`src/rtl/led_encoder_if.sv`:
```
// Packet/LED signal bundle between the packet source, led_encoder and the pad driver.
`ifndef PACKET_SIZE
`define PACKET_SIZE 8
`endif

interface led_encoder_if #(
  parameter int W = `PACKET_SIZE
);
  logic [W-1:0] data;
  logic         led;
  logic         done;

  modport master (output data, input led, input done);
  modport slave  (input data, output led, output done);
endinterface

```
`src/rtl/led_encoder.sv`:
```
// Serial optical-link framer: IDLE latch, START violation, Manchester data MSB first, STOP gap.
// Optional even-parity bit after the LSB when ENCODER_PARITY_EN is defined.
`ifndef PACKET_SIZE
`define PACKET_SIZE 8
`endif

module led_encoder #(
  parameter int PACKET_SIZE = `PACKET_SIZE,
  parameter int HALF_CYCLES = 1
) (
  input  logic          clock,
  input  logic          reset,
  led_encoder_if.slave  bus
);

`ifdef ENCODER_PARITY_EN
  localparam int NBITS = PACKET_SIZE + 1;
`else
  localparam int NBITS = PACKET_SIZE;
`endif
  localparam int HW = (HALF_CYCLES > 1) ? $clog2(HALF_CYCLES) : 1;
  localparam int BW = $clog2(NBITS + 1);

  typedef enum logic [1:0] {IDLE, START, DATA, STOP} state_t;

  state_t           r_state, w_state_nxt;
  logic [HW-1:0]    r_hcnt, w_hcnt_nxt;
  logic             r_phase, w_phase_nxt;
  logic [BW-1:0]    r_bcnt, w_bcnt_nxt;
  logic [NBITS-1:0] r_shreg, w_shreg_nxt;
  logic             r_led, w_led_nxt;
  logic             r_done, w_done_nxt;
  logic             w_half_end;
  logic [NBITS-1:0] w_latch;

`ifdef ENCODER_PARITY_EN
  assign w_latch = {bus.data, ^bus.data};
`else
  assign w_latch = bus.data;
`endif

  assign w_half_end = (r_hcnt == HW'(HALF_CYCLES - 1));

  always_comb begin
    w_state_nxt = r_state;
    w_hcnt_nxt  = r_hcnt;
    w_phase_nxt = r_phase;
    w_bcnt_nxt  = r_bcnt;
    w_shreg_nxt = r_shreg;
    w_done_nxt  = 1'b0;
    unique case (r_state)
      IDLE: begin
        w_state_nxt = START;
        w_shreg_nxt = w_latch;
        w_hcnt_nxt  = '0;
        w_phase_nxt = 1'b0;
        w_bcnt_nxt  = '0;
      end
      START, STOP: begin
        if (w_half_end) begin
          w_hcnt_nxt = '0;
          if (r_phase) begin
            w_phase_nxt = 1'b0;
            w_state_nxt = (r_state == START) ? DATA : IDLE;
            w_done_nxt  = (r_state == STOP);
          end else begin
            w_phase_nxt = 1'b1;
          end
        end else begin
          w_hcnt_nxt = r_hcnt + HW'(1);
        end
      end
      DATA: begin
        if (w_half_end) begin
          w_hcnt_nxt = '0;
          if (r_phase) begin
            // Second half done: advance to the next bit.
            w_phase_nxt = 1'b0;
            w_shreg_nxt = r_shreg << 1;
            if (r_bcnt == BW'(NBITS - 1)) begin
              w_bcnt_nxt  = '0;
              w_state_nxt = STOP;
            end else begin
              w_bcnt_nxt = r_bcnt + BW'(1);
            end
          end else begin
            w_phase_nxt = 1'b1;
          end
        end else begin
          w_hcnt_nxt = r_hcnt + BW'(0) + HW'(1);
        end
      end
      default: w_state_nxt = IDLE;
    endcase
  end

  // LED is registered, so it is computed from the state the next cycle will be in.
  always_comb begin
    w_led_nxt = 1'b0;
    unique case (w_state_nxt)
      START:   w_led_nxt = 1'b1;
      DATA:    w_led_nxt = w_shreg_nxt[NBITS-1] ^ w_phase_nxt;
      default: w_led_nxt = 1'b0;
    endcase
  end

  always_ff @(posedge clock or posedge reset) begin
    if (reset) begin
      r_state <= IDLE;
      r_hcnt  <= '0;
      r_phase <= 1'b0;
      r_bcnt  <= '0;
      r_shreg <= '0;
      r_led   <= 1'b0;
      r_done  <= 1'b0;
    end else begin
      r_state <= w_state_nxt;
      r_hcnt  <= w_hcnt_nxt;
      r_phase <= w_phase_nxt;
      r_bcnt  <= w_bcnt_nxt;
      r_shreg <= w_shreg_nxt;
      r_led   <= w_led_nxt;
      r_done  <= w_done_nxt;
    end
  end

  assign bus.led  = r_led;
  assign bus.done = r_done;

endmodule

```
`src/flat_wrapper.sv`:
```
// flat-port wrapper written by rule: the top's interface ports become plain ports
module led_encoder_flat 
#(
  parameter int PACKET_SIZE = `PACKET_SIZE,
  parameter int HALF_CYCLES = 1
)
  (clock, reset, bus_data, bus_led, bus_done);
  led_encoder_if #(.W(8)) bus_i ();
  input  logic clock;
  input  logic reset;
  input wire logic [$bits(bus_i.data)-1:0] bus_data;
  output wire logic [$bits(bus_i.led)-1:0] bus_led;
  output wire logic [$bits(bus_i.done)-1:0] bus_done;
  assign bus_i.data = bus_data;
  assign bus_led = bus_i.led;
  assign bus_done = bus_i.done;
  led_encoder #(.PACKET_SIZE(PACKET_SIZE), .HALF_CYCLES(HALF_CYCLES)) u_core (.clock(clock), .reset(reset), .bus(bus_i));
endmodule
```
`config.mk`:
```
export PLATFORM = sky130hd
export DESIGN_NAME = led_encoder_flat
export DESIGN_NICKNAME = d
export VERILOG_FILES = /design/src/rtl/led_encoder_if.sv /design/src/rtl/led_encoder.sv /design/src/flat_wrapper.sv
export SDC_FILE = /design/constraint.sdc
export NUM_CORES = 1
export LEC_CHECK = 0
export ABC_AREA = 1
export ABC_CLOCK_PERIOD_IN_PS = 2820
export BUFFER_PORTS_ARGS = -buffer_cell sky130_fd_sc_hd__clkbuf_2
export CAP_MARGIN = 10
export CORE_MARGIN = 2
export CORE_UTILIZATION = 38
export DETAILED_ROUTE_END_ITERATION = 12
export GPL_TIMING_DRIVEN = 0
export HOLD_SLACK_MARGIN = 0.02
export MAX_ROUTING_LAYER = met4
export PLACE_DENSITY = 0.56
export SYNTH_ARGS = -nofsm -noshare
export SYNTH_HDL_FRONTEND = slang
export SYNTH_SLANG_ARGS = --single-unit
```
`constraint.sdc`:
```
create_clock -name clock -period 2.82 [get_ports clock]
set_input_delay 0.564 -clock clock [delete_from_list [all_inputs] [get_ports clock]]
set_output_delay 0.564 -clock clock [all_outputs]
set_load 0.005 [all_outputs]
```
Yosys cells after proc, flatten, opt, wreduce, memory -nomap -nowiden
Cells that the tools add are included.
Widths: inputs -> output; s select.
- logic and storage cells: 49
- register bits after elaboration: 18
- output and inout port bits: 2
- bits of input ports: 10
- bitwise operators: 1
- eq/ne operators: 8
- muxes and demuxes: 24
- reductions and logical operators: 5
- $add $sub $neg: 3
- operators by type and width (kind ; count):
    $mux 8 ; 2
    $pmux 8 s2 ; 1
    $mux 2 ; 6
    $mux 4 ; 3
    $pmux 4 s2 ; 1
    $mux 1 ; 7
    $eq 2x2->1 const B ; 3
    $pmux 2 s3 ; 1
    $add 4x1->4 const B ; 1
    $eq 2x1->1 const B ; 2
    $eq 4x3->1 const B ; 1
    $pmux 1 s2 ; 2
    $pmux 1 s3 ; 1
    $reduce_and 3->1 ; 1
    $reduce_or 3->1 ; 1
    $add 1x1->1 const B ; 2
    $logic_not 2->1 ; 1
    $ne 2x1->1 const B ; 1
    $ne 2x2->1 const B ; 1
    $reduce_bool 2->1 ; 1
    $reduce_or 2->1 ; 1
    $xor 1x1->1 ; 1

Logic depth before layout (Yosys ltp)
- word-level depth: 7
- gate-level depth with buffers: 8
- mapped depth without buffers: 8

Least setup slack after synthesis
Ideal clock, no wire load.
- path kind: register to register
- start point: register u_core.r_bcnt[0]
- end point: register u_core.r_led (netlist: u_core.bus.led)
- period minus slack after synthesis: 1376 ps
- stages on the path, launching flop included: 7
- arrival time: 1299 ps
- setup slack: 1444 ps
- required time: 2743 ps
- library setup time: 77 ps
- path buffers: 0
- cell sequence: dfrtp_1 > ha_1 > nand2_1 > o21ai_0 > o211ai_1 > ha_1 > a21oi_1
- cells in the longest elaborated chain, start to end: 7
- elaborated cells between the ends (all ways): 8
- classes of those cells: 3 x eq/ne; 5 x mux
- ends and longest elaborated chain (element ; line ; RTL):
    start: declaration ; led_encoder.sv:29 ; logic [BW-1:0] r_bcnt, w_bcnt_nxt;
    start signal: assignment ; led_encoder.sv:120 ; r_bcnt <= w_bcnt_nxt;
    $eq 4x3->1 (*) ; led_encoder.sv:80 ; if (r_bcnt == BW'(NBITS - 1)) begin
    $mux 2 (*) ; led_encoder.sv:80 ;
    $mux 2 (*) ; led_encoder.sv:76 ; if (r_phase) begin
    $mux 2 (*) ; led_encoder.sv:74 ; if (w_half_end) begin
    $pmux 2 s3 (*) ; led_encoder.sv:51 ; unique case (r_state)
    $eq 2x2->1 / $eq 2x1->1 (equally long branches) ; led_encoder.sv:100 ; unique case (w_state_nxt)
    $pmux 1 s2 (*) ; led_encoder.sv:100 ;
    named net u_core.w_led_nxt ; led_encoder.sv:31 ; logic r_led, w_led_nxt;
    end signal: assignment ; led_encoder.sv:122 ; r_led <= w_led_nxt;
    end: declaration ; led_encoder.sv:31 ;
Mark *: on every way through the listed nets, which the timed path passes. The rest lies on a longest branch.
A chain may end at the register's enable or synchronous reset.

Worst setup path in the final report
Same ends and word-level chain as after synthesis.

==> run_results.csv <==
group,metric,value,unit
global_routing,grt_remaining_overflow,0,
timing,max_clock_freq,632.6,MHz
critical_path,path_max_fanout,4,
global_routing,grt_usage,14.25,%
detailed_routing,postRouteAntennaNets,0,
run_status,status,"finished clean",
critical_path,required,3.04,ns
timing,min_period,1.581,ns
pwr,vdd_drop_max,0.2086,mV
timing,setup_violations,0,
floorplanning,dieHeight,50.23,um
floorplanning,core-area,1982,sq um
detailed_routing,viasPerCell,4.667,
job,maxCapViolations,0,
pwr,finalPower,397.7,uW
detailed_routing,drt_iter0_drc,9,
global_routing,grt_pass1_vias,599,
yosys,synth_largest_area_cell,"dfrtp_1",
floorplanning,die_area,2523,sq um
critical_path,worstSetupPathType,"register to register",
critical_path,cp-end-kind,"register",
floorplanning,rows,16,
yosys,ys.flop_type,"dfrtp_1",
critical_path,cpMostUsedCell,"ha_1",
global_routing,grt_pass1_wl,2580,um
critical_path,worstPathArrival,1.80,ns
pwr,static-leakage-power,0.4996,nW
placement,post-place-ws,1.237,ns
yosys,synthesis.area,812.0,sq um
yosys,yosysMostFrequentCell,"nand2_1",
yosys,synthArstFlopShare,100.0,%
layout,final_nets,113,
detailed_routing,drt-total-wl,1413,um
detailed_routing,vias,588,
cts,clkSinkCount,17,
yosys,syn_nets,97,
cts,numCtsBuffers,3,
yosys,synth_warnings,0,
yosys,netlist_instances,84,
yosys,synth_area_leaders,"dfrtp_1 (52%), nand2_1 (9.2%), a22oi_1 (5.5%), ha_1 (4.6%), inv_1 (4.6%)",
cts,clockBufferDepth,2,
yosys,ys_seq_area_share,52.39,%
yosys,synth_common_cells,"nand2_1 (20), dfrtp_1 (17), inv_1 (10)",
cts,clock_latency,0.29,ns
yosys,synth_top_area_share,52.39,%
layout,drive_above_1_share,23.23,%
layout,diodes,0,
timing,tns,0,ns
critical_path,critPathBufInv,0,
worst_hold_path,hold_path_class,"input port to asynchronous set/reset pin",
layout,fin_cells,126,
placement,dp_cells,122,
critical_path,crit_family,"compound AO/OA/AOI/OAI gates",
cts,h-tree-depth,1,
floorplanning,ios,12,
cts,cts_resized,0,
cts,cts_setup_buffers,0,
placement,hpwl,1033,um
yosys,synth_cell_types,20,
layout,final_core_util,46.84,%
timing,setup_ws,1.239,ns
yosys,syn_avg_cell_area,9.667,sq um
critical_path,cp-start-kind,"register",
floorplanning,initial_utilization,40.97,%
cts,clk_pin_slew,0.10,ns
placement,gp_congestion,0.6985,
critical_path,worst_path_max_delay_cell,"dfrtp_1",
critical_path,crit_path_max_incr_delay,0.40,ns
yosys,ys_ff_latch,17,
global_routing,grt_max_degree,18,
floorplanning,die-width,50.23,um
global_routing,antenna_found_initial,0,
pwr,powerDensity,428.4,nW/um^2
timing,finalCritPeriodShare,56.06,%
yosys,synth_edf_count,0,
layout,areaGrowthSynthToFinish,14.33,%
timing,fin_skew,0.003095,ns
critical_path,crit_chain,"ha_1, nand2_1, o21ai_0, o211ai_1, ha_1, a21oi_1",
timing,hold_viol,0,
placement,io_buffers,11,
timing,slew_headroom,56.21,%
cts,tritoncts,"yes",
timing,drv_slew,0,
detailed_routing,drc,0,
timing,worstMarginPinSlew,0.6561,ns
timing,rsz0062_at_grt,"no",
detailed_routing,firstDrtPassIters,4,
cts,cts_hold_buf,0,
cts,clock-root-buffer,"clkbuf_4",
detailed_routing,wl_per_cell,11.21,um
cell usage in the layout, fill, tap and decap left out, types with 2 or more instances in the layout:
master and count:
a21oi_1 2, dfrtp_1 17, nor2_1 2, xor2_1 2
a22o_1 2, clkbuf_4 3, clkbuf_2 11, inv_2 2
nand2_1 20, nand3_1 5, nor2_4 2, inv_1 10
ha_1 3, a22oi_1 6, o21ai_0 4
final cells by class:
cell class,instances,area (sq um)
fillers,191,1054
flip-flops and latches,17,425.4
multi-input cells,54,330.3
repair buffers,11,55.05
inverters,12,45.04
well taps,27,33.78
clock buffers,3,22.52
plain buffers,1,11.26
clock inverters,1,5.005
sequential cells by signal (all words and copies together) (netlist names):
signal,cells
u_core.r_phase,1
u_core.bus.led,1
u_core.r_shreg,8
u_core.r_state,2
u_core.r_bcnt,4
u_core.bus.done,1
per-layer routing:
layer	routed length (um)	global-route usage [%]	vias to the layer above
li1	-	-	306
met1	738	18.97	270
met2	608	20.18	8
met3	40	2.679	4
met4	27	8.333	0
met5	0	-	-
through the flow:
step	hold WS [ns]	instance area, sq um
floorplan	0.4499	812.0
global placement	0.4671	900.9
detailed placement	0.4673	900.9
CTS	0.3373	928.4
global route	0.3857	928.4
finish	0.3246	928.4
path summary, 6_finish.rpt:
check                                  startpoint                 to  slack (ns)  depth (start not counted)
worst max-delay path             u_core.r_bcnt[0]     u_core.bus.led        1.24                          6
worst min-delay path                        reset     u_core.r_phase        0.32                          2
worst max register to register   u_core.r_bcnt[0]     u_core.bus.led        1.24                          6
worst min register to register  u_core.r_shreg[2]  u_core.r_shreg[2]        0.49                          2
max in group asynchronous                   reset   u_core.r_bcnt[1]        2.07                          2
min in group clock              u_core.r_shreg[2]  u_core.r_shreg[2]        0.49                          2
where the power goes:
group	switching, mW	leakage, nW	internal, mW	total (mW)
Clock	0.0764	0.0177	0.0528	0.129
Sequential	0.00216	0.212	0.249	0.251
Combinational	0.0101	0.270	0.00770	0.0178
Total	0.0886	0.500	0.309	0.398
cells by family after synthesis:
group	share of synthesized area, %
AND/OR/NAND/NOR	20.03
AO/OA/AOI/OAI	13.87
flip-flops	52.39
buffers and inverters	6.934
adder cells (fa/ha/maj)	4.623
XOR/XNOR	2.158
No activity file was read; power rests on OpenSTA's default activity.
